<file path="src/rtl/ysyx_23060096_alu_pkg.sv">
// Shared definitions for the ALU issue/collect block: op codes, FSM states and default width.
package ysyx_23060096_alu_pkg;

  localparam int ALU_W = 4;

  localparam logic [2:0] ALU_ADD = 3'b000;
  localparam logic [2:0] ALU_SUB = 3'b001;
  localparam logic [2:0] ALU_NOT = 3'b010;
  localparam logic [2:0] ALU_AND = 3'b011;
  localparam logic [2:0] ALU_OR  = 3'b100;
  localparam logic [2:0] ALU_XOR = 3'b101;
  localparam logic [2:0] ALU_LT  = 3'b110;
  localparam logic [2:0] ALU_EQ  = 3'b111;

  typedef enum logic [1:0] {
    ST_IDLE  = 2'd0,
    ST_ISSUE = 2'd1,
    ST_RESP  = 2'd2
  } alu_state_t;

endpackage

</file>
<file path="src/rtl/ysyx_23060096_alu_model.sv">
// Combinational golden model of the npc ALU op contract (all arithmetic modulo 2^W).
module ysyx_23060096_alu_model
  import ysyx_23060096_alu_pkg::*;
#(
  parameter int W = ALU_W
) (
  input  logic [W-1:0] a,
  input  logic [W-1:0] b,
  input  logic [2:0]   op,
  output logic [W-1:0] y
);

  logic [W-1:0] diff;

  // Decode the op; LT/EQ both derive from the same subtraction.
  always_comb begin
    diff = a - b;
    y    = '0;
    case (op)
      ALU_ADD: y = a + b;
      ALU_SUB: y = diff;
      ALU_NOT: y = ~a;
      ALU_AND: y = a & b;
      ALU_OR:  y = a | b;
      ALU_XOR: y = a ^ b;
      ALU_LT:  y = {{(W-1){1'b0}}, diff[W-1]};
      ALU_EQ:  y = {{(W-1){1'b0}}, (diff == '0)};
      default: y = '0;
    endcase
  end

endmodule

</file>
<file path="src/rtl/ysyx_23060096_alu_issue.sv">
// Issue/collect end of the npc ALU port: registers {op,A,B} toward the ALU, waits one
// settle cycle, captures alu_out and returns it over a valid/ready response channel.
// An accumulator holds the last captured result so commands can chain on it.
// Optional feature: ALU_ISSUE_CHECK_EN adds a golden model and flags mismatches on rsp_err.
module ysyx_23060096_alu_issue
  import ysyx_23060096_alu_pkg::*;
#(
  parameter int W     = ALU_W,
  parameter int CNT_W = 8
) (
  input  logic             clk,
  input  logic             rst_n,
  input  logic             cmd_valid,
  output logic             cmd_ready,
  input  logic [2:0]       cmd_op,
  input  logic [W-1:0]     cmd_a,
  input  logic [W-1:0]     cmd_b,
  input  logic             cmd_acc,
  output logic [W-1:0]     alu_a,
  output logic [W-1:0]     alu_b,
  output logic [2:0]       alu_op,
  input  logic [W-1:0]     alu_out,
  output logic             rsp_valid,
  input  logic             rsp_ready,
  output logic [W-1:0]     rsp_data,
  output logic [2:0]       rsp_op,
  output logic             rsp_err,
  output logic [CNT_W-1:0] done_cnt
);

  alu_state_t   state;
  logic [W-1:0] acc;

  // Ready is a pure function of state and rsp_ready so the sender never sees a loop.
  assign cmd_ready = (state == ST_IDLE) | ((state == ST_RESP) & rsp_ready);
  assign rsp_valid = (state == ST_RESP);

`ifdef ALU_ISSUE_CHECK_EN
  logic [W-1:0] exp_y;

  ysyx_23060096_alu_model #(.W(W)) u_model (
    .a  (alu_a),
    .b  (alu_b),
    .op (alu_op),
    .y  (exp_y)
  );
`else
  assign rsp_err = 1'b0;
`endif

  // Single FSM: ALU inputs only change on accept, so they stay glitch-free while settling.
  always_ff @(posedge clk) begin
    if (!rst_n) begin
      state    <= ST_IDLE;
      alu_a    <= '0;
      alu_b    <= '0;
      alu_op   <= '0;
      rsp_data <= '0;
      rsp_op   <= '0;
      acc      <= '0;
      done_cnt <= '0;
`ifdef ALU_ISSUE_CHECK_EN
      rsp_err  <= 1'b0;
`endif
    end else begin
      case (state)
        ST_IDLE: begin
          if (cmd_valid) begin
            alu_op <= cmd_op;
            alu_a  <= cmd_acc ? acc : cmd_a;
            alu_b  <= cmd_b;
            state  <= ST_ISSUE;
          end
        end
        ST_ISSUE: begin
          // acc follows the capture, so a back-to-back cmd_acc already sees this result.
          rsp_data <= alu_out;
          acc      <= alu_out;
          rsp_op   <= alu_op;
`ifdef ALU_ISSUE_CHECK_EN
          rsp_err  <= (alu_out != exp_y);
`endif
          state    <= ST_RESP;
        end
        ST_RESP: begin
          if (rsp_ready) begin
            done_cnt <= done_cnt + 1'b1;
            if (cmd_valid) begin
              alu_op <= cmd_op;
              alu_a  <= cmd_acc ? acc : cmd_a;
              alu_b  <= cmd_b;
              state  <= ST_ISSUE;
            end else begin
              state  <= ST_IDLE;
            end
          end
        end
        default: state <= ST_IDLE;
      endcase
    end
  end

endmodule

</file>
<file path="config.mk">
export PLATFORM = sky130hd
export DESIGN_NAME = ysyx_23060096_alu_issue
export DESIGN_NICKNAME = d
export VERILOG_FILES = /design/src/rtl/ysyx_23060096_alu_pkg.sv /design/src/rtl/ysyx_23060096_alu_model.sv /design/src/rtl/ysyx_23060096_alu_issue.sv
export SDC_FILE = /design/constraint.sdc
export NUM_CORES = 1
export LEC_CHECK = 0
export BUFFER_PORTS_ARGS = -buffer_cell sky130_fd_sc_hd__buf_2
export CELL_PAD_IN_SITES_DETAIL_PLACEMENT = 0
export CELL_PAD_IN_SITES_GLOBAL_PLACEMENT = 1
export CORE_AREA = 8 8 73 75
export CTS_CLUSTER_DIAMETER = 100
export DETAILED_ROUTE_END_ITERATION = 10
export DIE_AREA = 0 0 81 83
export HOLD_SLACK_MARGIN = 0.1
export PLACE_DENSITY_LB_ADDON = 0.08
export SYNTH_ARGS = -nofsm -noshare
export SYNTH_HDL_FRONTEND = slang
export SYNTH_SLANG_ARGS = --single-unit
</file>
<file path="constraint.sdc">
create_clock -name clk -period 1.25 [get_ports clk]
set_input_delay 0.0625 -clock clk [delete_from_list [all_inputs] [get_ports clk]]
set_output_delay 0.0625 -clock clk [all_outputs]
set_load 0.02 [all_outputs]
</file>
---- After elaboration in Yosys (flattened, before gate mapping) ----
Cells that the tools add are included.
cells by class
  add/sub/neg operators ................... 1
  multiply operators ...................... 0
  divide/modulo/power cells ............... 0
  order comparisons ....................... 0
  eq/ne operators ......................... 4
  shift-type cells ........................ 0
  multiplexer cells ....................... 14
  bitwise gates (word level) .............. 2
  reduce and logical (&&, ||, !) cells .... 5
operators with widths
  operator               number
  $mux W4                5
  $pmux W4 S2            2
  $add A8 B1 Y8 const B  1
  $mux W3                2
  $pmux W2 S3            1
  $pmux W3 S2            1
  $reduce_and A2 Y1      3
  $mux W2                2
  $eq A2 B1 Y1 const B   1
  $eq A2 B2 Y1 const B   1
  $logic_not A2 Y1       1
  $ne A2 B1 Y1 const B   1
  $ne A2 B2 Y1 const B   1
  $reduce_bool A2 Y1     1
  $and A1 B1 Y1          1
  $mux W1                1
  $or A1 B1 Y1           1
storage, ports and cells
  register bits ........................... 28
  latch bits .............................. 0
  bits in writable memories ............... 0
  ROM bits ................................ 0
  output and inout bits ................... 29
  logic and storage cells ................. 33
  memories ................................ 0

---- Logic depth before layout (Yosys ltp) ----
Gate-level depths: netlist of run 1.
  depth in word-level cells ............... 4
  gate-level depth with buffers ........... 4
  mapped depth without buffers ............ 4

---- Worst setup path before layout of run 1 ----
Ideal clock, no wire load.
  kind .................................... reg2reg
  start ................................... reg done_cnt[0]
  end ..................................... reg done_cnt[6]
  setup time .............................. 0.070 ns
  arrival time ............................ 1.405 ns
  required time ........................... 1.180 ns
  setup slack ............................. -0.226 ns
  cell stages (with the launch flop) ...... 5
  period minus slack after synthesis ...... 1.476 ns
  cell sequence ........................... dfxtp_1 ha_1 nand3_1 or4_1 a21oi_1
on the way
  cells in the longest elaborated chain, start to end .. 1
RTL lines
  item                      RTL line                       text
  start: declaration        ysyx_23060096_alu_issue.sv:28  output logic [CNT_W-1:0] done_cnt
  start signal: assignment  ysyx_23060096_alu_issue.sv:87  done_cnt <= done_cnt + 1'b1;
  $add A8 B1 Y8             ysyx_23060096_alu_issue.sv:87
No other way between the ends.
A chain may end at the register's enable or synchronous reset.

---- Worst setup path in the final report of run 1 ----
  start ................................... reg done_cnt[1]
  end ..................................... reg done_cnt[6]
The elaborated chain is that of the path after synthesis.

==> results.md, run 1 <==
* Status: complete, but fails checks
* Failing checks: negative setup slack
* Post-Synthesis Cells at 130
* WS Path Type: reg2reg
* Placeable Area at 4204 sq um
* Setup WS post-layout at -0.07202 ns
* Worst reg2reg path startpoint: done_cnt[1]
* Total GRT Usage at 0.1026
* Worst-path clk slew at 0.10 ns
* Hold Slack at 0.1377 ns
* Io pins at 49
* Count of warnings emitted by yosys at 0
* CTS tree: built
* Routed len/inst at 14.22 um
* Largest net degree at the start of global routing at 17
* Clock buffer count from CTS at 3
* Worst Hold End: state[0]
* P_int at 0.001514 W
* Diode count at 0
* First DRT Iteration DRCs at 25
* DPL Wire Length at 2.620 mm
* FF-to-FF End: done_cnt[6]
* VDD IR max at 0.0004115 V
* Die H at 83 um
* Synthesis-to-finish area growth at 57.75%
* Final critical-path required period at 1.322 ns
* Leak at 0.8752 nW
* Worst-skew pair later-pin latency at 0.28 ns
* Initial Utilization at 0.2860
* CTS root buf: clkbuf_8
* Port bufs at 47
* CTS Buffer Depth at 2
* Flop pwr share at 0.474
* RSZ-0062 raised after global routing: yes
* Syn nets at 151
* R2R Setup Slk at -0.07 ns
* Sequential element share of the synthesized area at 0.4662
* Tcrit/Tclk final at 1.058
* Worst Hold Depth at 3
* Power per cell area at 1060 nW/um^2
* Total wire length at 3.612 mm
* Final net count at 224
* Slew Viols, Final at 0
* Crit end category: flop
* Vias in the first global route at 1200
* Syn Area/Cell at 9.249 sq um
* Clock sink count at 28
* WP data required at 1.47 ns
* Most common cell after layout, fill and taps aside: buf_2
* Min-delay worst type: in2reg
* 1st-pass router iterations at 4
* Antenna violations before repair at 0
* Die width at 81 um
* Max-cap viol count at 0
* Seq cells post-synth at 28
* Synth async-reset ratio at 0
* Via count at 1221
* Grt total ovfl at 0
* Hold path start: cmd_valid
* Netlist cell types at 28
* Setup violators final at 4
* Clk pwr share at 0.359
* Fmax at 756.4 MHz
* Fin. Hold Viols at 0
* Top FF cell, synth: dfxtp_1
* Fraction of layout cells with a size suffix above 1 at 0.4455
* Fin Clk Skew at 0.003482 ns
* Die ar. at 6723 sq um
* Switching share of power at 0.2473
* Final ANT Viol Nets at 0
* DRC at 0
* Post-Syn Area at 1202 sq um
* Startpoint Class: flop
* Setup tns final at -0.1948 ns
* First-pass GRT wire length at 5.616 mm
* Commonest cells after routing, fill and taps aside: buf_2 (46), dfxtp_1 (23), buf_4 (19), mux2i_1 (13), dlygate4sd3_1 (12)
* Gate power share at 0.167
* EDFF count, synth at 0
* Max FO, Critical Path at 5
* R2R depth at 4
* H-tree depth at 1
* Post-DR vias/cell at 4.807
* Final GP Congestion at 0.7169
* Final core utilization at 0.4512
* Core Rows at 24
* Net Sw Power at 0.0004973 W
* WP data arrival at 1.54 ns
[area by class of cell]
type	count	area, sq um
clock inverter	1	30.03
tap	52	65.06
sequential	28	571.8
timing repair buffer	80	535.5
fill	413	2307
inverter	3	11.26
multi-input combinational	87	641.9
clock buffer	3	41.29
[critical path: stages (launching register included)]
cell,delay [ns]
dfxtp_4,0.39
ha_4,0.14
nand3_2,0.09
or4_4,0.52
a21oi_2,0.12
[Yosys cell counts (4+ instances only)]
library cell	number	share of area
nand2_1	4	0.012
mux2i_1	13	0.11
nand4_1	7	0.036
o31ai_1	9	0.056
a21oi_1	12	0.050
clkbuf_1	6	0.019
dfxtp_1	28	0.47
a31oi_1	4	0.021
nor2_1	11	0.034
a311oi_1	4	0.029
nand2b_1	4	0.021
[power by group through the flow]
stage,clock network [W],logic [W],registers [W]
3_3_place_gp,0,0.000287,0.000974
4_1_cts,0.000733,0.000326,0.000954
3_5_place_dp,0,0.000290,0.000975
2_1_floorplan,0,0.000133,0.00101
6_report,0.000721,0.000336,0.000953
5_1_grt,0.000771,0.000364,0.000959
[worst max-delay path by stage]
stage / start / to / slack (ns)
6_report: done_cnt[1] / done_cnt[6] / -0.07
5_1_grt: done_cnt[1] / done_cnt[6] / -0.13
4_1_cts: state[0] / done_cnt[6] / -0.06
3_5_place_dp: state[1] / alu_a[2] / -0.27
3_3_place_gp: state[1] / done_cnt[7] / -0.20
2_1_floorplan: state[0] / done_cnt[6] / -0.05
[metrics by stage]
stage,power [W],worst slack [ns],cells,cell area [sq um]
6_report,0.002011,-0.07202,254,1897
5_1_grt,0.002094,-0.1330,254,1897
4_1_cts,0.002013,-0.05794,248,1803
3_5_place_dp,0.001265,-0.2652,230,1575
3_3_place_gp,0.001261,-0.1978,230,1575
2_1_floorplan,0.001148,-0.04889,130,1225
[timing repair]
| action | CTS | global route |
|---|---|---|
| buffers inserted | 2 | 6 |
| hold buffers | 12 | 0 |
| endpoints found under the hold margin | 12 | 0 |
| pin swaps | 6 | 7 |
| endpoints found under the setup margin | 17 | 15 |
| resized for setup | 6 | 13 |
[layer usage]
layer,part of all wire,track usage
met1,0.43,0.1186
met2,0.51,0.1752
met3,0.048,0.02371
met4,0.011,0.03902
met5,0,0
[registers in the layout, indices dropped and copies added (netlist names)]
register,flops
alu_b,4
state,2
acc,4
done_cnt,8
rsp_op,3
alu_a,4
alu_op,3
[logic make-up after synthesis]
logic type,Yosys count,synth area share
fa+ha+maj,1,0.01040
other cells,1,0.003119
xor+xnor,2,0.01457
compound gates,31,0.1644
simple gates,39,0.1738
buf+inv,15,0.05931
flops,28,0.4662
mux,13,0.1082
(Power assumes the default switching activity.)
==> run 2: changes to the inputs <==
Settings changed: ABC_AREA from default to 1, CORE_AREA 8 8 73 75 to 8 8 74 76, CTS_CLUSTER_SIZE from default to 10, DIE_AREA 0 0 81 83 to 0 0 82 84.
==> run 2 against run 1 <==
  * Synthesized area is 0.52% higher
  * Wire length decreased by 4.8%
  * Highest routed layer unchanged
  * Synthesized cell count up 20%
  * Fmax is 12% higher
  * Cell area down 11%
  * Critical path type is now reg2out
  * The run now ends clean
  * Non-clock buffer count down 17
  * Die area rose by 2.5%
  * Critical path depth decreased by 1
  * Cell count is 5.5% higher
  * Setup slack improved by 0.14 ns
  * Via count decreased by 1.1%
  * Sequential share of layout area increased by 3.6 points
==> results.md, run 2 <==
* Status: finished, final reports clean
* Synth async-reset ratio at 0 (unchanged)
* Total GRT Usage at 0.1057 (+0.003111)
* Area leader, netlist: dfxtp_1
* FF-to-FF End: done_cnt[6]
* Final net count at 239 (+6.7%)
* Syn nets at 177 (+17%)
* Fin Clk Skew at 0.001312 ns (-0.002169 ns)
* EDFF count, synth at 0 (unchanged)
* Setup violators final at 0 (-4)
* Fmax at 848.7 MHz (+12%)
* Worst Hold End: done_cnt[1]
* Die width at 82 um (+1.2%)
* CTS Buffer Depth at 2 (unchanged)
* Count of warnings emitted by yosys at 0 (unchanged)
* Most common cell after layout, fill and taps aside: buf_2
* Min-delay worst type: in2reg
* H-tree depth at 1 (unchanged)
* Final ANT Viol Nets at 0 (unchanged)
* Hold path start: rsp_ready
* Fraction of layout cells with a size suffix above 1 at 0.3472 (-0.09832)
* Slew HR at 0.6648
* VDD IR max at 0.0004171 V (+1.4%)
* Netlist cell types at 23 (-18%)
* Commonest cells after routing, fill and taps aside: buf_2 (46), nand2_1 (28), nor2_1 (26), dfxtp_1 (25), a21oi_1 (15)
* Syn Area/Cell at 7.748 sq um (-16%)
* Post-DR vias/cell at 4.504 (-6.3%)
* Startpoint Class: flop
* R2R Setup Slk at 0.16 ns (+0.23 ns)
* Via count at 1207 (-1.1%)
* Leak at 0.7880 nW (-10%)
* # fillers at 466 (+13%)
* CTS tree: built
* Final Power at 0.001779 W (-12%)
* Final GP Congestion at 0.7016 (-2.1%)
* DRC at 0 (unchanged)
* Power per cell area at 1060 nW/um^2 (about the same)
* Vias in the first global route at 1278 (+6.5%)
* Worst-skew pair later-pin latency at 0.27 ns (about the same)
* First-pass GRT wire length at 5.823 mm (+3.7%)
* Post-Syn Area at 1209 sq um (+0.52%)
* Clock buffer count from CTS at 3 (unchanged)
* WP data required at 1.19 ns (-0.28 ns)
* Placeable Area at 4264 sq um (+1.4%)
* Fin. Hold Viols at 0 (unchanged)
* Total wire length at 3.440 mm (-4.8%)
* Worst Hold Depth at 3 (unchanged)
* CTS root buf: clkbuf_8
* Yosys top cell area share at 0.4638 (-0.002413)
* Grt total ovfl at 0 (unchanged)
* Final core utilization at 0.3938 (-0.05741)
* Max FO, Critical Path at 6 (+1)
* Worst reg2reg path startpoint: done_cnt[1]
* Core Rows at 24 (unchanged)
* 1st-pass router iterations at 4 (unchanged)
* Top post-synthesis cells by count: dfxtp_1 (28), nand2_1 (28), nor2_1 (26)
* R2R depth at 6 (+2)
* WP data arrival at 1.12 ns (-0.42 ns)
* Die H at 84 um (+1.2%)
* Seq cells post-synth at 28 (unchanged)
* Antenna violations before repair at 0 (unchanged)
* Initial Utilization at 0.2835 (-0.002561)
* Crit end category: primary output
* Diode count at 0 (unchanged)
* Final critical-path required period at 1.178 ns (-0.1437 ns)
* Die ar. at 6888 sq um (+2.5%)
* Synthesis-to-finish area growth at 38.92%
* Worst-path clk slew at 0.09 ns (about the same)
* Synth top area cells: dfxtp_1 (46%), nand2_1 (8.7%), nor2_1 (8.1%), nand3_2 (7.5%), a21oi_1 (6.2%)
* Number of flip-flops in the largest register at 8 (unchanged)
* Tcrit/Tclk final at 0.9426 (-0.1150)
* WS Path Type: reg2out
* Sequential element share of the synthesized area at 0.4638 (-0.002413)
* Clock sink count at 28 (unchanged)
* Max-cap viol count at 0 (unchanged)
* Port bufs at 47 (unchanged)
* First DRT Iteration DRCs at 22 (-12%)
* Io pins at 49 (unchanged)
* DPL Wire Length at 2.649 mm (+1.1%)
* RSZ-0062 raised after global routing: no
* Routed len/inst at 12.84 um (-9.7%)
* Largest reg by FF count: done_cnt
* Setup tns final at 0 ns (+0.1948 ns)
* Slew Viols, Final at 0 (unchanged)
* Largest net degree at the start of global routing at 16 (-1)
* Top FF cell, synth: dfxtp_1
* Post-Synthesis Cells at 156 (+20%)
* Worst slew pin tran at 0.5022 ns
## run 2: how the worst max path moves through the flow
stage	cells after the start	endpoint	start	slack [ns]
2_1_floorplan	6	done_cnt[6]	done_cnt[0]	0.03
3_3_place_gp	6	done_cnt[6]	done_cnt[0]	0.12
3_5_place_dp	4	alu_a[3]	state[1]	0.11
4_1_cts	3	cmd_ready	state[1]	0.04
5_1_grt	3	cmd_ready	state[1]	0.01
6_report	3	cmd_ready	state[1]	0.07
## run 2: area by class of cell
| type | count | area, sq um | area share |
|---|---|---|---|
| inverters | 13 | 48.80 | 0.02906 |
| clock buffers | 3 | 41.29 | 0.02459 |
| flip-flops and latches | 28 | 566.8 | 0.3376 |
| well taps | 52 | 65.06 | 0.03875 |
| multi-input cells | 109 | 568.0 | 0.3383 |
| repair buffers | 63 | 389.1 | 0.2317 |
## run 2: cells by family (layout without fill, tap and decap cells)
kind of cell    Yosys count  in the layout  share of synthesized area
compound gates           29             29                     0.1253
xor+xnor                  1              1                   0.007248
fa+ha+maj                 1              1                    0.01035
buf+inv                  19             79                    0.07246
flops                    28             28                     0.4638
other cells               1              1                   0.003103
simple gates             77             77                     0.3178
## run 2: through the flow
stage	cells	area (sq um)	setup WS, ns	hold WS (ns)
floorplan	156	1209	0.03487	0.1974
global placement	253	1500	0.1178	0.2885
detailed placement	253	1500	0.1069	0.2942
CTS	268	1668	0.04340	0.1092
global route	268	1679	0.01336	0.1320
finish	268	1679	0.07170	0.1111
## run 2: per-layer routing
| metal | GRT usage | vias to the layer above | wire length (um) |
|---|---|---|---|
| met4 | 0.03834 | 0 | 48 |
| met1 | 0.1151 | 549 | 1422 |
| li1 | - | 623 | - |
| met5 | 0 | - | 0 |
| met2 | 0.1846 | 30 | 1735 |
| met3 | 0.03017 | 5 | 234 |
## run 2: power by group
part	internal (W)	switching, W
sequential	0.000934	0.0000312
clock	0.000217	0.000274
combinational	0.000133	0.000191
total	0.00128	0.000496
## run 2: worst max-delay path, stage by stage, from the launching register on
cell and delay [ns]:
dfxtp_4 0.38, a21oi_4 0.15, buf_6 0.14, clkbuf_4 0.17
## run 2: repair_timing
action	CTS	global route
hold buffers	11	0
hold endpoints to repair	11	0
gates cloned	0	0
gates resized for setup	2	5
buffers inserted	1	0
endpoints found under the setup margin	2	2
pin swaps	1	1
==> run 3: changes to the inputs <==
--- a/config.mk
+++ b/config.mk
@@ -7,3 +7,3 @@
 export LEC_CHECK = 0
-export ABC_AREA = 1
+export ABC_AREA = 0
 export BUFFER_PORTS_ARGS = -buffer_cell sky130_fd_sc_hd__buf_2
@@ -11,3 +11,3 @@
 export CELL_PAD_IN_SITES_GLOBAL_PLACEMENT = 1
-export CORE_AREA = 8 8 74 76
+export CORE_AREA = 8 8 73 75
 export CTS_CLUSTER_DIAMETER = 100
@@ -15,3 +15,3 @@
 export DETAILED_ROUTE_END_ITERATION = 10
-export DIE_AREA = 0 0 82 84
+export DIE_AREA = 0 0 81 83
 export HOLD_SLACK_MARGIN = 0.1
==> constraint.sdc (replaced) <==
create_clock -name clk -period 1 [get_ports clk]
set_input_delay 0.2 -clock clk [delete_from_list [all_inputs] [get_ports clk]]
set_output_delay 0.2 -clock clk [all_outputs]
set_load 0.02 [all_outputs]
==> run 3 against run 2 <==
  * The run now ends with negative setup slack left
  * Clock-buffer cell count up 1
  * Flip-flop and latch count unchanged
  * Register-to-register slack got worse by 0.46 ns
  * Wire length grew 9.0%
  * First-iteration DRC count up 82%
  * Clock skew barely moved
==> results.md, run 3 (synthesis gave the netlist of run 1 again) <==
* Status: complete, but fails checks
* Failing checks: negative setup slack
* Delay-heaviest family, CP: simple AND/OR/NAND/NOR gates
* Total GRT Usage at 0.1089 (+0.003227)
* Flop pwr share at 0.510 (-0.032)
* Tcrit/Tclk final at 1.298
* Fraction of layout cells with a size suffix above 1 at 0.6832 (+0.3359)
* Number of flip-flops in the largest register at 8 (unchanged)
* Leak at 0.9222 nW (+17%)
* Final Cell Area at 2153 sq um (+28%)
* Final net count at 224 (-6.3%)
* Worst setup startpoint: state[0]
* RSZ-0062 raised after global routing: yes
* Fin Clk Skew at 0.001670 ns (+0.0003581 ns)
* Io pins at 49 (unchanged)
* WP data required at 1.21 ns (+0.02 ns)
* Setup WS post-layout at -0.2980 ns (-0.3697 ns)
* Grt total ovfl at 0 (unchanged)
* Die width at 81 um (-1.2%)
* WP data arrival at 1.50 ns (+0.38 ns)
* First DRT Iteration DRCs at 40 (+82%)
* Fmax at 770.4 MHz
* Most common cell after layout, fill and taps aside: buf_4
* Final critical-path required period at 1.298 ns
* CTS root buf: clkbuf_8
* Worst path bufs/invs at 0 (-2)
* Port bufs at 47 (unchanged)
* Power per cell area at 1090 nW/um^2 (+2.8%)
* CP peak stage delay at 0.53 ns (+0.15 ns)
* Max-cap viol count at 0 (unchanged)
* Net Sw Power at 0.0006426 W (+30%)
* Diode count at 0 (unchanged)
* Core Rows at 24 (unchanged)
* 1st-pass router iterations at 3 (-1)
* Synthesis-to-finish area growth at 79.08%
* H-tree depth at 1 (unchanged)
* Chain of cells forming the critical path: nand3b_1 > or4_1 > a21oi_2
* Routed len/inst at 14.77 um (+15%)
* Total wire length at 3.751 mm (+9.0%)
* Final Power at 0.002347 W (+32%)
* Vias in the first global route at 1313 (+2.7%)
* Min-delay worst type: in2reg
* Worst reg2reg path startpoint: state[0]
* CTS Buffer Depth at 2 (unchanged)
* DPL Wire Length at 2.751 mm (+3.9%)
* Gate power share at 0.224 (+0.042)
* Switching share of power at 0.2738 (-0.004952)
* Hold path start: alu_out[1]
* Commonest cells after routing, fill and taps aside: buf_4 (38), dfxtp_2 (23), buf_6 (21), buf_2 (19), mux2i_1 (13)
* Post-DR vias/cell at 4.823 (+7.1%)
* Worst-path clk slew at 0.09 ns (about the same)
* Slowest cell on crit path: or4_1
* Final ANT Viol Nets at 0 (unchanged)
* Slew Viols, Final at 0 (unchanged)
* Placeable Area at 4204 sq um (-1.4%)
* VDD IR max at 0.0005401 V (+29%)
* Initial Utilization at 0.2860 (+0.002561)
* Final GP Congestion at 0.7223 (+3.0%)
* DRC at 0 (unchanged)
* Setup violators final at 34 (+34)
* WS Path Type: reg2reg
* Die H at 83 um (-1.2%)
* First-pass GRT wire length at 5.989 mm (+2.9%)
* Clk pwr share at 0.267 (-0.009)
* Die ar. at 6723 sq um (-2.4%)
* Startpoint Class: flop
* Clock sink count at 28 (unchanged)
* Crit end category: flop
* Antenna violations before repair at 0 (unchanged)
* DP Area at 1727 sq um (+15%)
* Setup tns final at -4.076 ns (-4.076 ns)
* Fin. Hold Viols at 0 (unchanged)
* Max FO, Critical Path at 5 (-1)
* Largest reg by FF count: done_cnt
* Largest net degree at the start of global routing at 20 (+4)
* Worst-skew pair later-pin latency at 0.27 ns (about the same)
* Via count at 1225 (+1.5%)
* Clock buffer count from CTS at 3 (unchanged)
* CTS tree: built
* P_int at 0.001704 W (+33%)
* Final core utilization at 0.5122 (+0.1184)
-- run 3: changes by cell type in the layout (fill, tap and decap cells not counted), sizes merged, moves of 7 or more --
cell	before	now
o21ai	12	2
nor2	29	11
mux2i	0	13
inv	13	1
nand2	28	4
nand4	0	7
dlygate4sd3	11	0
nand3	19	3
o31ai	0	9
buf	51	80
-- run 3: final cells by class --
| cell class | count | area (sq um) |
|---|---|---|
| Tap cell | 52 | 65.06 |
| Fill cell | 411 | 2051 |
| Multi-Input combinational cell | 87 | 763.2 |
| Inverter | 3 | 15.01 |
| Clock buffer | 4 | 45.04 |
| Sequential cell | 28 | 608.1 |
| Timing Repair Buffer | 80 | 656.9 |
-- run 3: routing by layer --
| layer | share of wire | wire length [um] | GRT usage |
|---|---|---|---|
| met2 | 0.48 | 1811 | 0.1723 |
| met5 | 0 | 0 | 0 |
| met3 | 0.065 | 243 | 0.03448 |
| met4 | 0.0048 | 18 | 0.03577 |
| met1 | 0.45 | 1677 | 0.1346 |
-- run 3: tightest hold or removal path: stages --
cell and delay, ns:
buf_2 0.07, mux2i_1 0.05, nor2_1 0.07
-- run 3: power by group through the flow --
stage | combinational [W] | sequential (W) | clock [W]
finish | 0.000525 | 0.00120 | 0.000626
global route | 0.000563 | 0.00120 | 0.000696
CTS | 0.000476 | 0.00120 | 0.000653
detailed placement | 0.000404 | 0.00121 | 0
global placement | 0.000400 | 0.00121 | 0
floorplan | 0.000174 | 0.00127 | 0
-- run 3: path summary, 6_finish.rpt --
kind                      end  slack [ns]  depth (start not counted)
hold reg to reg   done_cnt[7]        0.47                          2
setup / recovery  done_cnt[5]       -0.30                          3
setup reg to reg  done_cnt[5]       -0.30                          3
hold / removal         acc[1]        0.16                          3
-- run 3: metrics by stage --
step                setup WS [ns]  hold slack (ns)  std cells
floorplan                 -0.2538           0.3439        130
global placement          -0.2230           0.4313        242
detailed placement        -0.2447           0.4441        242
CTS                       -0.2591           0.1543        249
global route              -0.3435           0.1499        254
finish                    -0.2980           0.1573        254
-- run 3: repair_timing --
action	in CTS	in global routing
hold endpoints to repair	0	0
pin swaps	9	4
endpoints found under the setup margin	46	52
gates resized for setup	64	39
hold buffers	0	0
setup buffers	4	6
